`config.mk`:
```
export PLATFORM = sky130hd
export DESIGN_NAME = gray_cmd_feeder
export DESIGN_NICKNAME = d
export VERILOG_FILES = /design/src/rtl/gray_cmd_feeder.sv
export SDC_FILE = /design/constraint.sdc
export NUM_CORES = 1
export LEC_CHECK = 0
export ABC_AREA = 1
export CELL_PAD_IN_SITES_DETAIL_PLACEMENT = 1
export CELL_PAD_IN_SITES_GLOBAL_PLACEMENT = 1
export CORE_ASPECT_RATIO = 0.7
export CORE_MARGIN = 1.5
export CORE_UTILIZATION = 30
export CTS_CLUSTER_SIZE = 16
export DETAILED_ROUTE_END_ITERATION = 6
export DONT_BUFFER_PORTS = 1
export GPL_TIMING_DRIVEN = 0
export PLACE_DENSITY = 0.62
export SLEW_MARGIN = 25
export SYNTH_ARGS = -nofsm -noshare
export SYNTH_HDL_FRONTEND = slang
export SYNTH_SLANG_ARGS = --single-unit
```
`constraint.sdc`:
```
create_clock -name clk -period 2.6 [get_ports clk]
set_clock_uncertainty 0.1 [all_clocks]
set_input_delay 0.52 -clock clk [delete_from_list [all_inputs] [get_ports clk]]
set_output_delay 0.52 -clock clk [all_outputs]
set_load 0.1 [all_outputs]
```
`src/rtl/gray_cmd_feeder.sv`:
```
// gray_cmd_feeder
//   Command-issue stage in front of the Gray-coded 16-state control FSM.
//   {cmd, hold} entries are buffered in a DEPTH-entry FIFO. Each entry is
//   driven on cmd for (hold+1) consecutive cycles. IDLE_CMD is driven
//   whenever no entry is active. Back-to-back entries issue with no bubble.
//
// Ports
//   clk        : clock, rising edge
//   rst_n      : asynchronous active-low reset
//   in_valid   : write request
//   in_ready   : FIFO can accept ((level < DEPTH) && !flush)
//   in_cmd     : command to issue
//   in_hold    : extra hold cycles (0 = one cycle)
//   flush      : synchronous clear of FIFO and issue stage
//   cmd        : registered command to the FSM
//   cmd_valid  : registered, 1 while cmd carries a FIFO entry
//   level      : FIFO occupancy, not counting the entry being issued
//   issued_cnt : (GRAY_FEEDER_STATS_EN only) entries loaded into the issue
//                stage, wraps at 16 bits, cleared only by rst_n
//
// Build option: define GRAY_FEEDER_STATS_EN to add issued_cnt.
//
// state  | meaning
// S_IDLE | nothing on cmd, IDLE_CMD driven
// S_ISSUE| an entry is on cmd, r_cnt counts remaining extra cycles

module gray_cmd_feeder #(
  parameter int         DEPTH    = 4,
  parameter int         HOLD_W   = 4,
  parameter logic [3:0] IDLE_CMD = 4'b0000
) (
  input  logic                     clk,
  input  logic                     rst_n,
  input  logic                     in_valid,
  output logic                     in_ready,
  input  logic [3:0]               in_cmd,
  input  logic [HOLD_W-1:0]        in_hold,
  input  logic                     flush,
  output logic [3:0]               cmd,
  output logic                     cmd_valid,
`ifdef GRAY_FEEDER_STATS_EN
  output logic [15:0]              issued_cnt,
`endif
  output logic [$clog2(DEPTH):0]   level
);

  localparam int AW = $clog2(DEPTH);
  localparam int LW = AW + 1;

  typedef enum logic {S_IDLE, S_ISSUE} state_t;

  state_t            r_state;
  logic [HOLD_W-1:0] r_cnt;
  logic [AW-1:0]     r_wr_ptr;
  logic [AW-1:0]     r_rd_ptr;
  logic [LW-1:0]     r_level;
  logic [3:0]        r_cmd;
  logic              r_cmd_valid;
  logic [3:0]        r_mem_cmd  [DEPTH];
  logic [HOLD_W-1:0] r_mem_hold [DEPTH];

  logic w_push;
  logic w_pop;

  assign in_ready = (r_level < LW'(DEPTH)) && !flush;
  assign w_push   = in_valid && in_ready;
  // A new entry is loaded whenever the issue stage is free or finishing its
  // last cycle; flush overrides it.
  assign w_pop    = (r_level != '0) && ((r_state == S_IDLE) || (r_cnt == '0)) && !flush;

  assign cmd       = r_cmd;
  assign cmd_valid = r_cmd_valid;
  assign level     = r_level;

  // Storage needs no reset: only slots between the pointers are ever read.
  always_ff @(posedge clk) begin
    if (w_push) begin
      r_mem_cmd[r_wr_ptr]  <= in_cmd;
      r_mem_hold[r_wr_ptr] <= in_hold;
    end
  end

  always_ff @(posedge clk or negedge rst_n) begin
    if (!rst_n) begin
      r_state     <= S_IDLE;
      r_cnt       <= '0;
      r_wr_ptr    <= '0;
      r_rd_ptr    <= '0;
      r_level     <= '0;
      r_cmd       <= IDLE_CMD;
      r_cmd_valid <= 1'b0;
    end else if (flush) begin
      r_state     <= S_IDLE;
      r_cnt       <= '0;
      r_wr_ptr    <= '0;
      r_rd_ptr    <= '0;
      r_level     <= '0;
      r_cmd       <= IDLE_CMD;
      r_cmd_valid <= 1'b0;
    end else begin
      if (w_push) r_wr_ptr <= r_wr_ptr + 1'b1;
      if (w_pop)  r_rd_ptr <= r_rd_ptr + 1'b1;

      if (w_push && !w_pop)      r_level <= r_level + LW'(1);
      else if (!w_push && w_pop) r_level <= r_level - LW'(1);

      case (r_state)
        S_IDLE: begin
          if (w_pop) begin
            r_cmd       <= r_mem_cmd[r_rd_ptr];
            r_cnt       <= r_mem_hold[r_rd_ptr];
            r_cmd_valid <= 1'b1;
            r_state     <= S_ISSUE;
          end else begin
            r_cmd       <= IDLE_CMD;
            r_cmd_valid <= 1'b0;
          end
        end
        S_ISSUE: begin
          if (r_cnt != '0) begin
            r_cnt <= r_cnt - 1'b1;
          end else if (w_pop) begin
            r_cmd       <= r_mem_cmd[r_rd_ptr];
            r_cnt       <= r_mem_hold[r_rd_ptr];
            r_cmd_valid <= 1'b1;
          end else begin
            r_cmd       <= IDLE_CMD;
            r_cmd_valid <= 1'b0;
            r_state     <= S_IDLE;
          end
        end
        default: begin
          r_state     <= S_IDLE;
          r_cmd       <= IDLE_CMD;
          r_cmd_valid <= 1'b0;
        end
      endcase
    end
  end

`ifdef GRAY_FEEDER_STATS_EN
  logic [15:0] r_issued_cnt;

  // Flush intentionally leaves this count alone.
  always_ff @(posedge clk or negedge rst_n) begin
    if (!rst_n)     r_issued_cnt <= '0;
    else if (w_pop) r_issued_cnt <= r_issued_cnt + 16'd1;
  end

  assign issued_cnt = r_issued_cnt;
`endif

endmodule

```
==> flow_metrics.py, run 1 <==
metrics = {
    "run_status": {
        "run_status": "finished clean",
    },
    "sta": {
        "rsz0062_at_grt": "false",
        "setup_violations": 0,
        "fmax_mhz": 413,
        "relSlewSlack_pct": 39.0,
        "fin_crit_ns": 2.42,
        "whs_ns": 0.184,
        "fin_tns_setup_ns": 0,
        "fin_crit_sh_pct": 93.1,
        "finalHoldViolations": 0,
        "tightestPinTransition_ns": 0.915,
        "setup_ws_ns": 0.179,
        "report.final.slew_viol_count": 0,
    },
    "final_layout": {
        "fillers": 780,
        "finalNonFillerCells": 309,
        "mostFrequentLayoutCell": "nand2_1",
        "final_cell_mix": "nand2_1, edfxtp_1, nor2_1",
        "syn_to_final_growth_pct": 12.8,
        "drive_gt1_share_pct": 19.5,
        "antenna_cells": 0,
        "multi_input_area_um2": 727,
        "seqCellArea_um2": 1390,
        "fin_nets": 232,
    },
    "power": {
        "p_total_w": 0.00296,
        "power.density_nw_per_um2": 1180,
        "p_comb_share_pct": 33.5,
        "power_switching_w": 0.00136,
        "worst_ir_drop_vdd_uv": 468,
        "p_clk_share_pct": 18.5,
        "p_leak_nw": 1.02,
        "internal_power_w": 0.00160,
        "seqPwrFrac_pct": 47.9,
        "switching_share_pct": 46.0,
    },
    "yosys": {
        "synth_simple_gate_area_share_pct": 19.9,
        "synth-edff-count": 32,
        "synthXorXnorAreaFrac_pct": 0.791,
        "netlist_area_um2": 2210,
        "seq_area_frac_synth_pct": 62.6,
        "synth_mux_area_share_pct": 0,
        "synth_compound_area_share_pct": 7.74,
        "synthAdderAreaFrac_pct": 3.73,
        "synth_top_family_by_area": "simple AND/OR/NAND/NOR gates",
        "synth_cell_types": 31,
        "ys_seq_elements": 49,
        "syn_area_per_cell_um2": 10.9,
        "async_flop_share_pct": 34.7,
        "synth_nets": 221,
        "synth_flop_cell": "edfxtp_1",
        "synthCells": 203,
        "yosysWarningCount": 0,
    },
    "cts": {
        "tritoncts_num_sinks": 49,
        "cts.clk_slew.worst_paths_ns": 0.09,
        "cts_tree": "done",
        "clk_path_buf_depth": 2,
        "numCtsBuffers": 5,
        "h-tree-depth": 2,
        "cts_root_buf": "clkbuf_8",
        "worstSkewPairLatency_ns": 0.30,
    },
    "global_routing": {
        "grtUsageTotal_pct": 13.6,
        "grt_pass1_vias": 1467,
        "grt.overflow.total": 0,
        "antenna_found_initial": 0,
        "grt_max_degree": 18,
        "grt_first_pass_wirelength_um": 8030,
    },
    "route": {
        "via_count": 1398,
        "dr.pass1.iters": 4,
        "wl_um": 4850,
        "viasPerCell": 4.52,
        "avgRoutedWirePerCell_um": 15.7,
        "drtIter0Drc": 48,
        "remaining_drc_errors": 0,
        "antenna_left": 0,
    },
    "placed_design": {
        "globalplace.congestion": 0.684,
        "pre_cts_ws_ns": -0.0811,
        "dp.cells": 297,
        "dp_hpwl_um": 3380,
        "port_buffers": 0,
    },
    "floorplan": {
        "initial_core_util_pct": 31.9,
        "dieArea_um2": 7910,
        "core-area_um2": 6940,
        "std_cell_rows": 25,
        "pin_count": 21,
        "fp.dieW_um": 106,
        "die_y_um": 74.9,
    },
    "worst_hold_path": {
        "hold_path.class": "input port to flop",
        "holdPathStages": 1,
    },
    "setup_path": {
        "startpoint_type": "flop",
        "crit_type": "flop to flop",
        "critPathMaxFanout": 6,
        "cp-end-kind": "flop",
        "reg2regPathDepth": 8,
        "critical_path_arrival_ns": 2.55,
        "crit_required_ns": 2.73,
    },
    "job": {
        "drv_cap": 0,
    },
}
-- metal layers --
layer / GRT usage (%) / vias up / wire length (um)
met5: 0 / - / 0
met2: 20.4 / 15 / 1990
li1: - / 697 / -
met4: 2.25 / 0 / 19
met3: 3.72 / 2 / 174
met1: 20.2 / 684 / 2660
-- worst paths after layout --
kind	start	endpoint	slack (ns)
worst min-delay path	flush	r_rd_ptr[1]	0.18
worst min register to register	r_cnt[0]	r_cnt[0]	0.47
worst max register to register	level[2]	level[1]	0.18
worst max-delay path	level[2]	level[1]	0.18
min in group asynchronous	rst_n	cmd[1]	0.66
max in group asynchronous	rst_n	level[2]	1.14
-- power groups by stage --
stage / Combinational, W / Clock, W / Sequential [W]
floorplan: 0.000761 / 0 / 0.00141
global placement: 0.000961 / 0 / 0.00143
detailed placement: 0.000981 / 0 / 0.00143
CTS: 0.000996 / 0.000572 / 0.00142
global route: 0.00114 / 0.000593 / 0.00144
finish: 0.000993 / 0.000548 / 0.00142
-- per-stage QoR --
| step | instance area (um^2) | util, % |
|---|---|---|
| 2_1_floorplan | 2220 | - |
| 3_3_place_gp | 2340 | 33.7 |
| 3_5_place_dp | 2340 | 33.7 |
| 4_1_cts | 2470 | 35.5 |
| 5_1_grt | 2500 | 36.0 |
| 6_report | 2500 | 36.0 |
-- registers in the layout, indices dropped and copies added (netlist names) --
name and cells:
cmd 4, cmd_valid 1, level 3, r_cnt 4, r_mem_cmd 16, r_mem_hold 16
r_rd_ptr 2, r_state 1, r_wr_ptr 2
-- worst max-delay path: stages (launching register included) --
cell and delay [ns]:
dfrtp_4 0.64, nor2_4 0.59, nand2_4 0.11, inv_2 0.12
nand2_4 0.08, inv_1 0.08, fa_1 0.39, nand3b_1 0.17
nand2_1 0.06
-- synthesized netlist by cell type, types with 4 or more instances --
library cell  number  share of area (%)
inv_2              4               0.68
nand2_1           44                7.5
ha_1               5                2.8
o21ai_1            5                1.1
dfrtp_1           17                 19
o22a_1             4                1.6
nand3_1            9                2.0
inv_1             15                2.5
edfxtp_1          32                 43
nor2_1            22                3.7
o21ai_0           14                3.2
-- final cells by class --
type | count | area share, %
Timing Repair Buffer | 4 | 1.30
Clock buffer | 5 | 2.75
Inverter | 20 | 3.10
Tap cell | 94 | 4.71
Sequential cell | 49 | 55.7
Multi-Input combinational cell | 129 | 29.1
Clock inverter | 3 | 1.75
Buffer | 5 | 1.55
-- cell families (layout without fill, tap and decap cells) --
logic type               after synthesis  in the layout
XOR/XNOR                               2              2
flip-flops                            49             49
adder cells (fa/ha/maj)                6              6
AND/OR/NAND/NOR                       92             92
buffers and inverters                 25             37
AO/OA/AOI/OAI                         29             29
-- repair_timing --
item | CTS | global route
gates resized for setup | 3 | 4
buffers inserted | 0 | 3
endpoints found under the hold margin | 17 | 0
pin swaps | 0 | 2
setup endpoints to repair | 26 | 25
hold buffers | 1 | 0
No activity file was read; power rests on OpenSTA's default activity.
==> run 2: changes to the inputs <==
--- a/config.mk
+++ b/config.mk
@@ -13,9 +13,8 @@
 export CORE_UTILIZATION = 30
 export CTS_CLUSTER_SIZE = 16
 export DETAILED_ROUTE_END_ITERATION = 6
-export DONT_BUFFER_PORTS = 1
 export GPL_TIMING_DRIVEN = 0
-export PLACE_DENSITY = 0.62
+export PLACE_DENSITY = 0.66
 export SLEW_MARGIN = 25
 export SYNTH_ARGS = -nofsm -noshare
 export SYNTH_HDL_FRONTEND = slang
==> run 2 against run 1 <==
  * Final cell count increased by 5.2%
  * Combinational power is 46% higher
  * Sequential power shrank 26%
  * Largest power group is now combinational logic
  * Die area is the same
  * Hold slack gained 0.19 ns
  * Critical path depth is 7 lower
  * Count of clock-buffer cells in the layout up 1
  * First-iteration DRC count shrank 13%
  * Fmax decreased by 3.6%
==> flow_metrics.py, run 2 (same netlist as run 1, synthesis figures left out) <==
metrics = {
    "final_layout": {
        "final_cell_mix": "nand2_1, edfxtp_1, nor2_1",
        "top_regs": "r_mem_cmd x16, r_mem_hold x16",
        "fin_util_pct": 37.7,
        "finalNonFillerCells": 325,
        "syn_to_final_growth_pct": 18.1,
        "fin_nets": 248,
        "antenna_cells": 0,
        "mostFrequentLayoutCell": "nand2_1",
        "drive_gt1_share_pct": 14.3,
    },
    "floorplan": {
        "dieArea_um2": 7910,
        "fp.dieW_um": 106,
        "std_cell_rows": 25,
        "pin_count": 21,
        "die_y_um": 74.9,
        "initial_core_util_pct": 31.9,
        "core-area_um2": 6940,
    },
    "setup_path": {
        "r2r_start": "r_cnt[0]",
        "critical_path.max_stage_delay_ns": 1.15,
        "cp.buffers_inverters": 1,
        "startpoint_type": "flop",
        "reg2reg_slack_ns": 0.54,
        "path_cells": "clkdlybuf4s50_1",
        "crit_required_ns": 1.98,
        "reg2reg_to": "level[2]",
        "critPathMaxFanout": 4,
        "critical_path_arrival_ns": 1.89,
        "cp-end-kind": "output pin",
        "worst_path_max_delay_cell": "clkdlybuf4s50_1",
        "crit_family": "buffers and inverters",
        "reg2regPathDepth": 11,
        "crit_type": "flop to output pin",
    },
    "sta": {
        "setup_violations": 0,
        "finalHoldViolations": 0,
        "relSlewSlack_pct": 35.1,
        "rsz0062_at_grt": "false",
        "fin_crit_ns": 2.51,
        "fmax_mhz": 398,
        "report.final.slew_viol_count": 0,
        "tightestPinTransition_ns": 0.970,
        "whs_ns": 0.379,
        "fin_crit_sh_pct": 96.6,
    },
    "worst_hold_path": {
        "hold_end": "cmd_valid",
        "hp-start": "cmd_valid",
        "hold_path.class": "flop to flop",
        "holdPathStages": 2,
    },
    "placed_design": {
        "port_buffers": 20,
        "dp_hpwl_um": 3450,
        "globalplace.congestion": 0.706,
        "dp.cells": 317,
    },
    "global_routing": {
        "grtUsageTotal_pct": 14.1,
        "grt_pass1_vias": 1635,
        "grt_first_pass_wirelength_um": 8240,
        "grt_max_degree": 18,
        "antenna_found_initial": 0,
        "grt.overflow.total": 0,
    },
    "cts": {
        "cts.clk_slew.worst_paths_ns": 0.09,
        "numCtsBuffers": 5,
        "cts_root_buf": "clkbuf_8",
        "cts_tree": "done",
        "cts_setup_buffers": 0,
        "clk_path_buf_depth": 2,
        "holdBufCountCts": 0,
        "tritoncts_num_sinks": 49,
        "worstSkewPairLatency_ns": 0.30,
        "h-tree-depth": 2,
    },
    "route": {
        "avgRoutedWirePerCell_um": 15.0,
        "antenna_left": 0,
        "viasPerCell": 4.57,
        "remaining_drc_errors": 0,
        "dr.pass1.iters": 4,
        "drtIter0Drc": 42,
        "via_count": 1484,
        "wl_um": 4860,
    },
    "power": {
        "power.density_nw_per_um2": 1120,
        "p_leak_nw": 1.07,
        "worst_ir_drop_vdd_uv": 412,
    },
    "run_status": {
        "run_status": "finished clean",
    },
    "job": {
        "drv_cap": 0,
    },
}
-- run 2: cell types whose count changed in the layout (fill, tap and decap cells not counted), moves of 2 or more --
cell and change:
buf_4 -3, clkdlybuf4s50_1 +19, dfrtp_1 +2, nor2_2 -4
nor2_1 +4
-- run 2: where the power goes --
part	total (W)	leakage, nW	internal [W]	switching [W]
combinational	0.00145	0.507	0.000432	0.00102
sequential	0.00105	0.513	0.000964	0.0000855
clock	0.000437	0.0450	0.000187	0.000250
-- run 2: what timing repair did --
action | in CTS | in global routing
endpoints found under the setup margin | 1 | 1
pin swaps | 0 | 0
gates resized for setup | 3 | 2
-- run 2: worst max-delay path by stage --
stage,from,to,slack [ns],cells after the start
floorplan,level[0],level[2],0.14,9
global placement,flush,in_ready,-0.55,3
detailed placement,flush,in_ready,-0.54,3
CTS,flush,in_ready,0.02,3
global route,level[2],level[2],0.05,1
finish,level[2],level[2],0.09,1
-- run 2: layout make-up --
| type | count | area [um^2] |
|---|---|---|
| Fill cell | 790 | 4330 |
| Buffer | 5 | 38.8 |
| Clock buffer | 6 | 72.6 |
| Sequential cell | 49 | 1390 |
| Inverter | 20 | 77.6 |
| Multi-Input combinational cell | 129 | 717 |
| Tap cell | 94 | 118 |
| Timing Repair Buffer | 20 | 195 |
| Clock inverter | 2 | 10.0 |
-- run 2: through the flow --
stage / TNS, ns / area, um^2 / setup slack [ns] / power (W)
floorplan: 0 / 2220 / 0.140 / 0.00217
global placement: -1.66 / 2540 / -0.553 / 0.00252
detailed placement: -1.69 / 2540 / -0.543 / 0.00254
CTS: 0 / 2620 / 0.0243 / 0.00298
global route: 0 / 2620 / 0.0500 / 0.00315
finish: 0 / 2620 / 0.0884 / 0.00294
-- run 2: per-layer routing --
layer	up-vias	track usage [%]	part of all wire, %
met5	-	0	0
met4	0	4.65	1.2
met3	7	3.55	3.3
met2	21	22.7	43
met1	721	19.0	53
li1	735	-	-
